### config.mk
export PLATFORM = sky130hd
export DESIGN_NAME = nave_sprite_anim
export DESIGN_NICKNAME = d
export VERILOG_FILES = /design/src/rtl/nave_pkg.sv /design/src/rtl/nave_sprite_rom.sv /design/src/rtl/nave_sprite_anim.sv
export SDC_FILE = /design/constraint.sdc
export NUM_CORES = 1
export LEC_CHECK = 0
export CAP_MARGIN = 20
export CORE_MARGIN = 2
export CORE_UTILIZATION = 55
export DETAILED_ROUTE_END_ITERATION = 8
export MAX_ROUTING_LAYER = met4
export PLACE_DENSITY = 0.9
export RECOVER_POWER = 50
export SLEW_MARGIN = 30
export SYNTH_ARGS = -nofsm -noshare
export SYNTH_HDL_FRONTEND = slang
export SYNTH_SLANG_ARGS = --single-unit
export TNS_END_PERCENT = 20
### constraint.sdc
create_clock -name clk -period 4.6 [get_ports clk]
set_input_delay 0.46 -clock clk [delete_from_list [all_inputs] [get_ports clk]]
set_output_delay 0.46 -clock clk [all_outputs]
set_load 0.02 [all_outputs]
### src/rtl/nave_pkg.sv
// Shared definitions for the spaceship sprite blocks.
// Contents:
//   SpriteSize      - native sprite edge length in pixels (11)
//   nave_state_e    - animation state encoding (ALIVE/EXPLODE/DEAD/RESPAWN)
//   nave_img_e      - image selector for nave_sprite_rom
//   ShipBmp, ExplABmp, ExplBBmp - 11x11 bitmaps, one 11-bit word per row,
//                                 bit c of a row is column c.
package nave_pkg;

  localparam int unsigned SpriteSize = 11;

  typedef enum logic [1:0] {
    StAlive   = 2'd0,
    StExplode = 2'd1,
    StDead    = 2'd2,
    StRespawn = 2'd3
  } nave_state_e;

  typedef enum logic [1:0] {
    ImgNone  = 2'd0,
    ImgShip  = 2'd1,
    ImgExplA = 2'd2,
    ImgExplB = 2'd3
  } nave_img_e;

  // Row 0 is listed first; all three images are left/right symmetric.
  localparam logic [0:10][10:0] ShipBmp = {
    11'b00000100000,
    11'b00001110000,
    11'b00011111000,
    11'b00111011100,
    11'b01110001110,
    11'b11111111111,
    11'b11111111111,
    11'b11111111111,
    11'b11111111111,
    11'b00100000100,
    11'b00100000100
  };

  // Both diagonals plus the centre row and column.
  localparam logic [0:10][10:0] ExplABmp = {
    11'b10000100001,
    11'b01000100010,
    11'b00100100100,
    11'b00010101000,
    11'b00001110000,
    11'b11111111111,
    11'b00001110000,
    11'b00010101000,
    11'b00100100100,
    11'b01000100010,
    11'b10000100001
  };

  // Border ring plus the centre 3x3 block.
  localparam logic [0:10][10:0] ExplBBmp = {
    11'b11111111111,
    11'b10000000001,
    11'b10000000001,
    11'b10000000001,
    11'b10001110001,
    11'b10001110001,
    11'b10001110001,
    11'b10000000001,
    11'b10000000001,
    11'b10000000001,
    11'b11111111111
  };

endpackage

### src/rtl/nave_sprite_rom.sv
// Combinational 11x11 sprite lookup.
// Ports:
//   img_sel_i - image selector (nave_img_e encoding)
//   oy_i      - row within the sprite, 0..10
//   ox_i      - column within the sprite, 0..10
//   lit_o     - pixel lit; 0 for ImgNone or coordinates outside 0..10
module nave_sprite_rom
  import nave_pkg::*;
(
  input  logic [1:0] img_sel_i,
  input  logic [3:0] oy_i,
  input  logic [3:0] ox_i,
  output logic       lit_o
);

  logic [10:0] row;
  logic [15:0] row_ext;

  always_comb begin
    row = '0;
    if (oy_i < 4'd11) begin
      unique case (nave_img_e'(img_sel_i))
        ImgNone:  row = '0;
        ImgShip:  row = ShipBmp[oy_i];
        ImgExplA: row = ExplABmp[oy_i];
        ImgExplB: row = ExplBBmp[oy_i];
        default:  row = '0;
      endcase
    end
    // Zero padding makes columns 11..15 read as unlit.
    row_ext = {5'b0, row};
    lit_o   = row_ext[ox_i];
  end

endmodule

### src/rtl/nave_sprite_anim.sv
// Spaceship sprite renderer with hit / explosion / respawn animation.
// The horizontal position is latched once per frame so motion never tears;
// pixel outputs are registered (one cycle after h_counter/v_counter).
// Ports:
//   clk, reset          - pixel clock, synchronous active-low reset
//   h_counter/v_counter - current pixel column / line
//   mem_X_barra         - requested ship left edge (clamped on latch)
//   hit                 - single-cycle collision pulse
//   R, G, B, pixel_on   - registered sprite colour and lit flag
//   state               - 0=ALIVE 1=EXPLODE 2=DEAD 3=RESPAWN
//   invuln              - high whenever state is not ALIVE
module nave_sprite_anim
  import nave_pkg::*;
#(
  parameter int unsigned SCALE_LOG2  = 0,
  parameter int unsigned START_Y     = 150,
  parameter int unsigned H_ACTIVE    = 640,
  parameter logic [23:0] SHIP_RGB    = 24'hFFFFFF,
  parameter logic [23:0] EXPL_RGB    = 24'hFF8000,
  parameter int unsigned EXPL_FRAMES = 8,
  parameter int unsigned EXPL_LEN    = 32,
  parameter int unsigned DEAD_LEN    = 60,
  parameter int unsigned RESP_LEN    = 120,
  parameter int unsigned BLINK_LOG2  = 3
) (
  input  logic        clk,
  input  logic        reset,
  input  logic [9:0]  h_counter,
  input  logic [9:0]  v_counter,
  input  logic [10:0] mem_X_barra,
  input  logic        hit,
  output logic [7:0]  R,
  output logic [7:0]  G,
  output logic [7:0]  B,
  output logic        pixel_on,
  output logic [1:0]  state,
  output logic        invuln
);

  localparam int unsigned W          = SpriteSize << SCALE_LOG2;
  localparam logic [10:0] XMax       = 11'(H_ACTIVE - W);
  localparam logic [10:0] WExt       = 11'(W);
  localparam logic [10:0] YTop       = 11'(START_Y);
  localparam logic [10:0] YEnd       = 11'(START_Y + W);
  localparam logic [7:0]  ExplLast   = 8'(EXPL_LEN - 1);
  localparam logic [7:0]  DeadLast   = 8'(DEAD_LEN - 1);
  localparam logic [7:0]  RespLast   = 8'(RESP_LEN - 1);
  localparam logic [7:0]  ExplFrames = 8'(EXPL_FRAMES);
  // Only the blink bit of the frame counter is ever observed, so the
  // counter is kept just wide enough to produce it.
  localparam int unsigned FrameW     = BLINK_LOG2 + 1;

  nave_state_e       state_q, state_d;
  logic [7:0]        phase_q, phase_d;
  logic              hit_pend_q, hit_pend_d;
  logic [10:0]       x_q, x_d;
  logic [FrameW-1:0] frame_q, frame_d;
  logic [7:0]        r_q, g_q, b_q;
  logic              pix_q;

  logic        fs;
  logic [10:0] h_ext, v_ext;
  logic        in_box;
  logic [3:0]  ox, oy;
  nave_img_e   img_sel;
  logic        lit;
  logic        pix_d;
  logic [23:0] rgb_d;

  assign fs = (h_counter == 10'd0) && (v_counter == 10'd0);

  // Frame-rate control: position latch, frame counter and animation FSM.
  always_comb begin
    state_d    = state_q;
    phase_d    = phase_q;
    hit_pend_d = hit_pend_q;
    x_d        = x_q;
    frame_d    = frame_q;

    // A hit is only remembered while the ship is vulnerable.
    if (hit && (state_q == StAlive)) begin
      hit_pend_d = 1'b1;
    end

    if (fs) begin
      x_d     = (mem_X_barra > XMax) ? XMax : mem_X_barra;
      frame_d = frame_q + 1'b1;
      phase_d = phase_q + 8'd1;
      unique case (state_q)
        StAlive: begin
          if (hit_pend_d) begin
            state_d    = StExplode;
            phase_d    = '0;
            hit_pend_d = 1'b0;
          end
        end
        StExplode: begin
          if (phase_q == ExplLast) begin
            state_d = StDead;
            phase_d = '0;
          end
        end
        StDead: begin
          if (phase_q == DeadLast) begin
            state_d = StRespawn;
            phase_d = '0;
          end
        end
        StRespawn: begin
          if (phase_q == RespLast) begin
            state_d = StAlive;
            phase_d = '0;
          end
        end
        default: state_d = StAlive;
      endcase
    end
  end

  // Pixel path: hit-box test, image selection and colour.
  always_comb begin
    h_ext  = {1'b0, h_counter};
    v_ext  = {1'b0, v_counter};
    in_box = (h_ext >= x_q) && (h_ext < x_q + WExt) && (v_ext >= YTop) && (v_ext < YEnd);
    ox     = 4'((h_ext - x_q) >> SCALE_LOG2);
    oy     = 4'((v_ext - YTop) >> SCALE_LOG2);

    img_sel = ImgNone;
    unique case (state_q)
      StAlive:   img_sel = ImgShip;
      StExplode: img_sel = (((phase_q / ExplFrames) & 8'd1) == 8'd0) ? ImgExplA : ImgExplB;
      StDead:    img_sel = ImgNone;
      StRespawn: img_sel = frame_q[BLINK_LOG2] ? ImgNone : ImgShip;
      default:   img_sel = ImgNone;
    endcase

    pix_d = in_box && lit;
    rgb_d = '0;
    if (pix_d) begin
      rgb_d = (img_sel == ImgShip) ? SHIP_RGB : EXPL_RGB;
    end
  end

  nave_sprite_rom u_rom (
    .img_sel_i (img_sel),
    .oy_i      (oy),
    .ox_i      (ox),
    .lit_o     (lit)
  );

  always_ff @(posedge clk) begin
    if (!reset) begin
      state_q    <= StAlive;
      phase_q    <= '0;
      hit_pend_q <= 1'b0;
      x_q        <= '0;
      frame_q    <= '0;
      r_q        <= '0;
      g_q        <= '0;
      b_q        <= '0;
      pix_q      <= 1'b0;
    end else begin
      state_q    <= state_d;
      phase_q    <= phase_d;
      hit_pend_q <= hit_pend_d;
      x_q        <= x_d;
      frame_q    <= frame_d;
      r_q        <= rgb_d[23:16];
      g_q        <= rgb_d[15:8];
      b_q        <= rgb_d[7:0];
      pix_q      <= pix_d;
    end
  end

  assign R        = r_q;
  assign G        = g_q;
  assign B        = b_q;
  assign pixel_on = pix_q;
  assign state    = state_q;
  assign invuln   = (state_q != StAlive);

endmodule

== Yosys cells after proc, flatten, opt, wreduce, memory -nomap -nowiden ==
Memory sizes are Yosys's and may differ from the RTL's.
Index checks and enable logic that the tools add are counted.

* Bits in registers: 51
* Memory bits (read-only): 528
* Memories kept: 3

{| class="wikitable"
|+ Memories
! name !! words !! bits a word !! rd ports !! clocked after memory_dff !! wr ports !! RTL line !! source
|-
| (no name shown) || 16 || 11 || 1 || 0 || 0 || nave_sprite_rom.sv:26 || <nowiki>ImgExplB: row = ExplBBmp[oy_i];</nowiki>
|-
| (no name shown) || 16 || 11 || 1 || 0 || 0 || nave_sprite_rom.sv:25 || <nowiki>ImgExplA: row = ExplABmp[oy_i];</nowiki>
|-
| (no name shown) || 16 || 11 || 1 || 0 || 0 || nave_sprite_rom.sv:24 || <nowiki>ImgShip: row = ShipBmp[oy_i];</nowiki>
|}

* Add/subtract/negate cells: 5
* Magnitude comparators: 8
* Eq/ne operators: 13
* Mux-type cells: 28
* Bitwise gates (word level): 1
* Reductions and logical operators: 14

{| class="wikitable"
|+ Operator list
! operator !! count
|-
| 11-bit 2-to-1 mux || 8
|-
| 11-bit case mux with 4 select lines || 1
|-
| 8-bit 2-to-1 mux || 4
|-
| 8-bit case mux with 4 select lines || 1
|-
| 10-bit logical NOT || 2
|-
| 2-bit case mux with 4 select lines || 2
|-
| 15-bit 2-to-1 mux || 1
|-
| 11-bit by 4-bit adder with 11-bit output (second input constant) || 1
|-
| 10-bit by 11-bit >= comparator with 1-bit output || 1
|-
| 11-bit by 10-bit > comparator with 1-bit output (second input constant) || 1
|-
| 10-bit by 11-bit < comparator with 1-bit output || 1
|-
| 10-bit by 8-bit >= comparator with 1-bit output (second input constant) || 1
|-
| 10-bit by 8-bit < comparator with 1-bit output (second input constant) || 1
|-
| 8-bit by 1-bit adder with 8-bit output (second input constant) || 1
|-
| 2-bit == test (second input constant) || 4
|-
| 8-bit by 5-bit == test with 1-bit output (second input constant) || 1
|-
| 8-bit by 6-bit == test with 1-bit output (second input constant) || 1
|-
| 8-bit by 7-bit == test with 1-bit output (second input constant) || 1
|-
| 8-bit logical NOT || 1
|-
| 2-bit 2-to-1 mux || 4
|-
| 1-bit logical AND || 6
|-
| 1-bit 2-to-1 mux || 6
|-
| 2-bit inequality test (second input constant) || 3
|-
| 5-bit >= comparator (second input constant) || 1
|-
| 13 further kinds || 15
|}

== Longest topological paths before layout ==
* Word-level depth: 11
* Gate-level depth with buffers: 13

== Hierarchy ==
From an unflattened synthesis, not the netlist that was laid out.

* Cell total of the unflattened synthesis: 342
* Area total of the unflattened synthesis: 2902.8 sq um

{| class="wikitable"
|+ Modules (own cells, without submodules)
! module !! instances !! cells each !! area an instance (sq um) !! seq. area each (sq um)
|-
| nave_sprite_anim || 1 || 274 || 2418.6 || 580.6
|-
| nave_sprite_rom || 1 || 68 || 484.2 || 0.0
|}

== Worst setup path before layout ==
No wires, ideal clock.

* Path kind: register to register
* Start point: reg state_q[0] (netlist: state[0])
* End point: reg g_q[6] (netlist: G[6])
* Setup time: 136 ps
* Arrival time: 2335 ps
* Path slack: 2129 ps
* Cell stages (with the launch flop): 10
* Clock period less this slack: 2471 ps
* Cell sequence: dfxtp_1 -> inv_1 -> ha_1 -> clkbuf_1 -> o21bai_1 -> o32ai_1 -> a211o_1 -> a2111o_1 -> nand4b_1 -> nor3_1

* Cells in the longest elaborated chain, start to end: 9
* Elaborated cells on any way between the ends: 16
* Those cells by class: eq/ne: 6; mux: 6; reduce/logical: 4

{| class="wikitable"
|+ RTL lines
! what !! RTL line !! source
|-
| start: declaration || nave_sprite_anim.sv:53 || <nowiki>nave_state_e state_q, state_d;</nowiki>
|-
| start signal: assignment || nave_sprite_anim.sv:153 || <nowiki>state_q <= StAlive;</nowiki>
|-
| start signal: assignment || nave_sprite_anim.sv:163 || <nowiki>state_q <= state_d;</nowiki>
|-
| 2-bit == test, or another cell as far along || nave_sprite_anim.sv:129 || <nowiki>unique case (state_q)</nowiki>
|-
| 2-bit case mux with 4 select lines (*) || nave_sprite_anim.sv:129 ||
|-
| 2-bit == test, or another cell as far along || nave_sprite_rom.sv:22 || <nowiki>unique case (nave_img_e'(img_sel_i))</nowiki>
|-
| 11-bit case mux with 4 select lines || nave_sprite_rom.sv:22 ||
|-
| 11-bit 2-to-1 mux || nave_sprite_rom.sv:21 || <nowiki>if (oy_i < 4'd11) begin</nowiki>
|-
| 1-bit binary-select mux with 4-bit select || nave_sprite_rom.sv:32 || <nowiki>lit_o = row_ext[ox_i];</nowiki>
|-
| 1-bit 2-to-1 mux (implied by the code) || nave_sprite_rom.sv:32 ||
|-
| 1-bit logical AND || nave_sprite_anim.sv:137 || <nowiki>pix_d = in_box && lit;</nowiki>
|-
| 2-bit AND reduction (no source line) || n/a ||
|-
| end signal: assignment || nave_sprite_anim.sv:169 || <nowiki>g_q <= rgb_d[15:8];</nowiki>
|-
| end: declaration || nave_sprite_anim.sv:58 || <nowiki>logic [7:0] r_q, g_q, b_q;</nowiki>
|}

Mark *: on every way between the ends. The rest lies on a longest branch, timed or not. The select of a mux whose other input is x is not followed.
A chain may end at the register's enable or synchronous reset.

== Final worst setup path ==
* Start point: in v_counter[1]
* End point: reg g_q[6] (netlist: G[6])

* Cells in the longest elaborated chain, start to end: 11
* Elaborated cells on any way between the ends: 22
* Those cells by class: add/sub: 1; order compare: 3; mux: 10; bitwise: 1; reduce/logical: 4; memory: 3

{| class="wikitable"
|+ RTL lines
! what !! RTL line !! source
|-
| start: declaration || nave_sprite_anim.sv:29 || <nowiki>input logic [9:0] v_counter,</nowiki>
|-
| 4-bit by 3-bit subtractor with 4-bit output || nave_sprite_anim.sv:126 || <nowiki>oy = 4'((v_ext - YTop) >> SCALE_LOG2);</nowiki>
|-
| 4-bit inverter with 5-bit output (implied by the code) || nave_sprite_rom.sv:24, nave_sprite_rom.sv:25, nave_sprite_rom.sv:26 ||
|-
| memory read 16 x 11 bit (on tied branches) || n/a ||
|-
| 11-bit 2-to-1 mux (on tied branches) (2 in a row) || nave_sprite_rom.sv:26, nave_sprite_rom.sv:24, nave_sprite_rom.sv:25 ||
|-
| 11-bit case mux with 4 select lines || nave_sprite_rom.sv:22 ||
|-
| 11-bit 2-to-1 mux || nave_sprite_rom.sv:21 ||
|-
| 1-bit binary-select mux with 4-bit select || nave_sprite_rom.sv:32 ||
|-
| 1-bit 2-to-1 mux (implied by the code) || nave_sprite_rom.sv:32 ||
|-
| 1-bit logical AND (*) || nave_sprite_anim.sv:137 ||
|-
| 2-bit AND reduction (no source line) (*) || n/a ||
|}

Marked as above.

==> key figures <==
STA
  – Tightest Pin Transition: 810.4 ps
  – Worst hold slack: 484.8 ps
  – RSZ-0062 raised after global routing: false
  – Skew final: 4.671 ps
  – Fmax: ~0.31 GHz
  – Final slew viol count: 0
  – Setup tns final: 0 ps
  – Rel. slew slack: 0.4579
  – Min Tclk post-route: 3204 ps
  – Period utilisation layout: 0.6965
  – Fin. Hold Viols: 0
  – # setup viols final: 0

Global routing
  – First-pass GRT wire length: 10850 µm
  – Largest net degree at the start of global routing: 18
  – Grt total ovfl: 0
  – Initial antenna violation count: 0
  – Overall Global Routing Usage: 0.2574
  – Vias in the first global route: roughly 2500

Synth
  – Syn avg cell area: 8.095 µm²
  – Ranking of synthesized cells by area: dfxtp_1, ha_1, buf_4, nor2_1, xnor2_1
  – Syn Inst Count: 330
  – Ys flop type: dfxtp_1
  – Library cells used by synthesis: 63
  – Most frequent cells after synthesis: nor2_1, dfxtp_1, ha_1
  – Post-synth top area cell: dfxtp_1
  – Yosys reg bits: 29
  – Most frequent cell after synthesis: nor2_1
  – Post-synth top area share: 0.2173
  – Ys async rst share: 0
  – Seq/Total Area, Yosys: 0.2173
  – Mapped cell area: 2671 µm²
  – Synthesized net count: between 300 and 400
  – Number of synthesized flops with an enable pin: 0
  – Synth warnings: 0

Setup path
  – CP Data Required Time: around 4800 ps
  – Startpoint types: input pin
  – Worst Path Class, Setup: input pin to flop
  – Critical path capture point type: flop
  – Crit Path Max Fanout: 15
  – Worst-path cell chain: clkdlybuf4s50_1 -> ha_1 -> xor2_1 -> nand2_1 -> or4b_1 -> o311a_1 -> o211ai_2 -> nand4b_1 -> nor3_1
  – Slowest cell delay on critical path: roughly 780 ps
  – RR Startpoint: x_q[0]
  – Worst EP arrival: around 3400 ps
  – CP Launch Point: v_counter[1]
  – CP max-delay cell: clkdlybuf4s50_1

Clocking
  – CTS tree: yes
  – TritonCTS Buffers: 5
  – Max Root-Sink Buffers: 2
  – Post-cts resize count: 0
  – Clk slew on worst S/H paths: roughly 70 ps
  – Clk Latency, worst-skew pair: roughly 280 ps
  – Root Buffer: clkbuf_8
  – Post-CTS Setup Bufs: 0
  – H-tree depth: 2
  – Clock sink count: 29
  – Hold_buf cts: 0

Min path
  – Hold WC Path Type: flop to flop
  – Hold path startpoint: frame_q[1]

Floorplanning
  – Core area: 4692 µm²
  – Initial core utilization: 0.5693
  – Full die area: between 5000 and 6000 µm²
  – Core Rows: 25
  – Die X: 73.69 µm
  – Chip height: 73.69 µm
  – # IOs: 62

Power
  – Leak Pwr: around 1.3 nW
  – Power Density: 197.3 nW/µm²
  – Maximum vdd drop: 0.2163 mV

Routing
  – Wirelength, routed: 6476 µm
  – Detailed Routing Iterations Pass 1: 5
  – 1st-iter DRT viols: 236
  – DRC viols: 0
  – Vias/cell: 6.090
  – WL per Instance: 15.38 µm
  – Routed vias: approximately 2600
  – Final ANT Viol Nets: 0

Layout
  – Nets: 430
  – Design area: between 3000 and 4000 µm²
  – Area grow syn2layout: 21.78%
  – ANT cells: 0
  – Share of layout cells above drive strength 1: 0.04632
  – Fin util: 0.6933

Outcome
  – Status: complete, no violations

Placement
  – Post-DP Area: 3138 µm²
  – PortBufs: 61
  – DP Wirelength: 5133 µm
  – RePlAce Congestion: 0.9468

Job
  – Max-cap viol count: 0
critical path, delay by kind of cell:
| kind | cells | cell delay [ps] |
|---|---|---|
| AO/OA/AOI/OAI | 2 | 220 |
| XOR/XNOR | 1 | 670 |
| buffers and inverters | 1 | 780 |
| adder cells (fa/ha/maj) | 1 | 310 |
| AND/OR/NAND/NOR | 4 | 980 |
final timing paths:
kind | end | slack, ps | depth (start not counted)
worst max-delay path | G[6] | 1400 | 9
worst min register to register | frame_q[1] | 480 | 2
worst max register to register | G[6] | 1970 | 12
worst min-delay path | frame_q[1] | 480 | 2
report_power, final:
group	total [W]	switching, W	internal, W	leakage [nW]
clock network	0.000273	0.000111	0.000162	0.0543
logic	0.000117	0.0000600	0.0000567	1.01
registers	0.000252	0.000000328	0.000252	0.234
total	0.000642	0.000172	0.000470	1.29
kinds of logic after synthesis:
family                     after synthesis  share of synthesized area
AOI/OAI and AO/OA                       75                     0.2080
xor gates and xnor gates                23                    0.07541
adders and majority gates               31                     0.1471
buffers and inverters                   55                     0.1129
DFF                                     29                     0.2173
muxes                                    2                   0.007494
and+or+nand+nor                        115                     0.2318
cell type report:
type / instances / area (µm²)
clock buffer: 5 / 68.82
tap: 54 / 67.56
fill: 391 / 1439
clock inverter: 3 / 46.29
timing repair buffer: 62 / 618.1
inverter: 22 / 82.58
multi-input combinational: 246 / 1789
sequential: 29 / 580.6
metrics by stage:
step | total power [W] | worst slack (ps) | instances
2_1_floorplan | 0.0003225 | 2129 | 330
3_3_place_gp | 0.0003702 | 1169 | 413
3_5_place_dp | 0.0003723 | 1148 | 413
4_1_cts | 0.0006417 | 1445 | 421
5_1_grt | 0.0006665 | 1145 | 421
6_report | 0.0006418 | 1396 | 421
metal layers:
layer / vias up / routed length [µm] / track usage
met1: 1192 / 2714 / 0.3009
met3: 15 / 409 / 0.04115
li1: 1249 / - / -
met5: - / 0 / -
met2: 108 / 3243 / 0.4464
met4: 0 / 108 / 0.08485
cell usage in the layout, fill, tap and decap left out, types with 3 or more instances in the layout:
master	netlist	final
inv_1	22	22
o31ai_1	3	3
xnor2_1	13	13
nand2b_1	3	3
a22oi_1	4	4
clkbuf_8	0	5
o2111ai_1	3	3
o221a_1	5	5
clkdlybuf4s50_1	0	33
nand4_1	6	6
dfxtp_1	29	29
dlygate4sd3_1	0	28
nor2_1	31	31
nand3_1	12	12
a21oi_1	15	15
o22ai_1	3	3
a21o_1	4	4
nand2_1	23	23
nor2b_1	7	7
nor3_1	7	7
ha_1	29	29
or3_1	3	3
and3_1	3	3
o21ai_0	10	10
o41ai_1	4	4
xor2_1	10	10
sequential cells by signal, indices dropped and copies added, names as in the netlist:
name	cells
state	2
hit_pend_q	1
R	1
pixel_on	1
x_q	11
phase_q	8
G	1
frame_q	4
No activity file was read; power rests on OpenSTA's default activity.
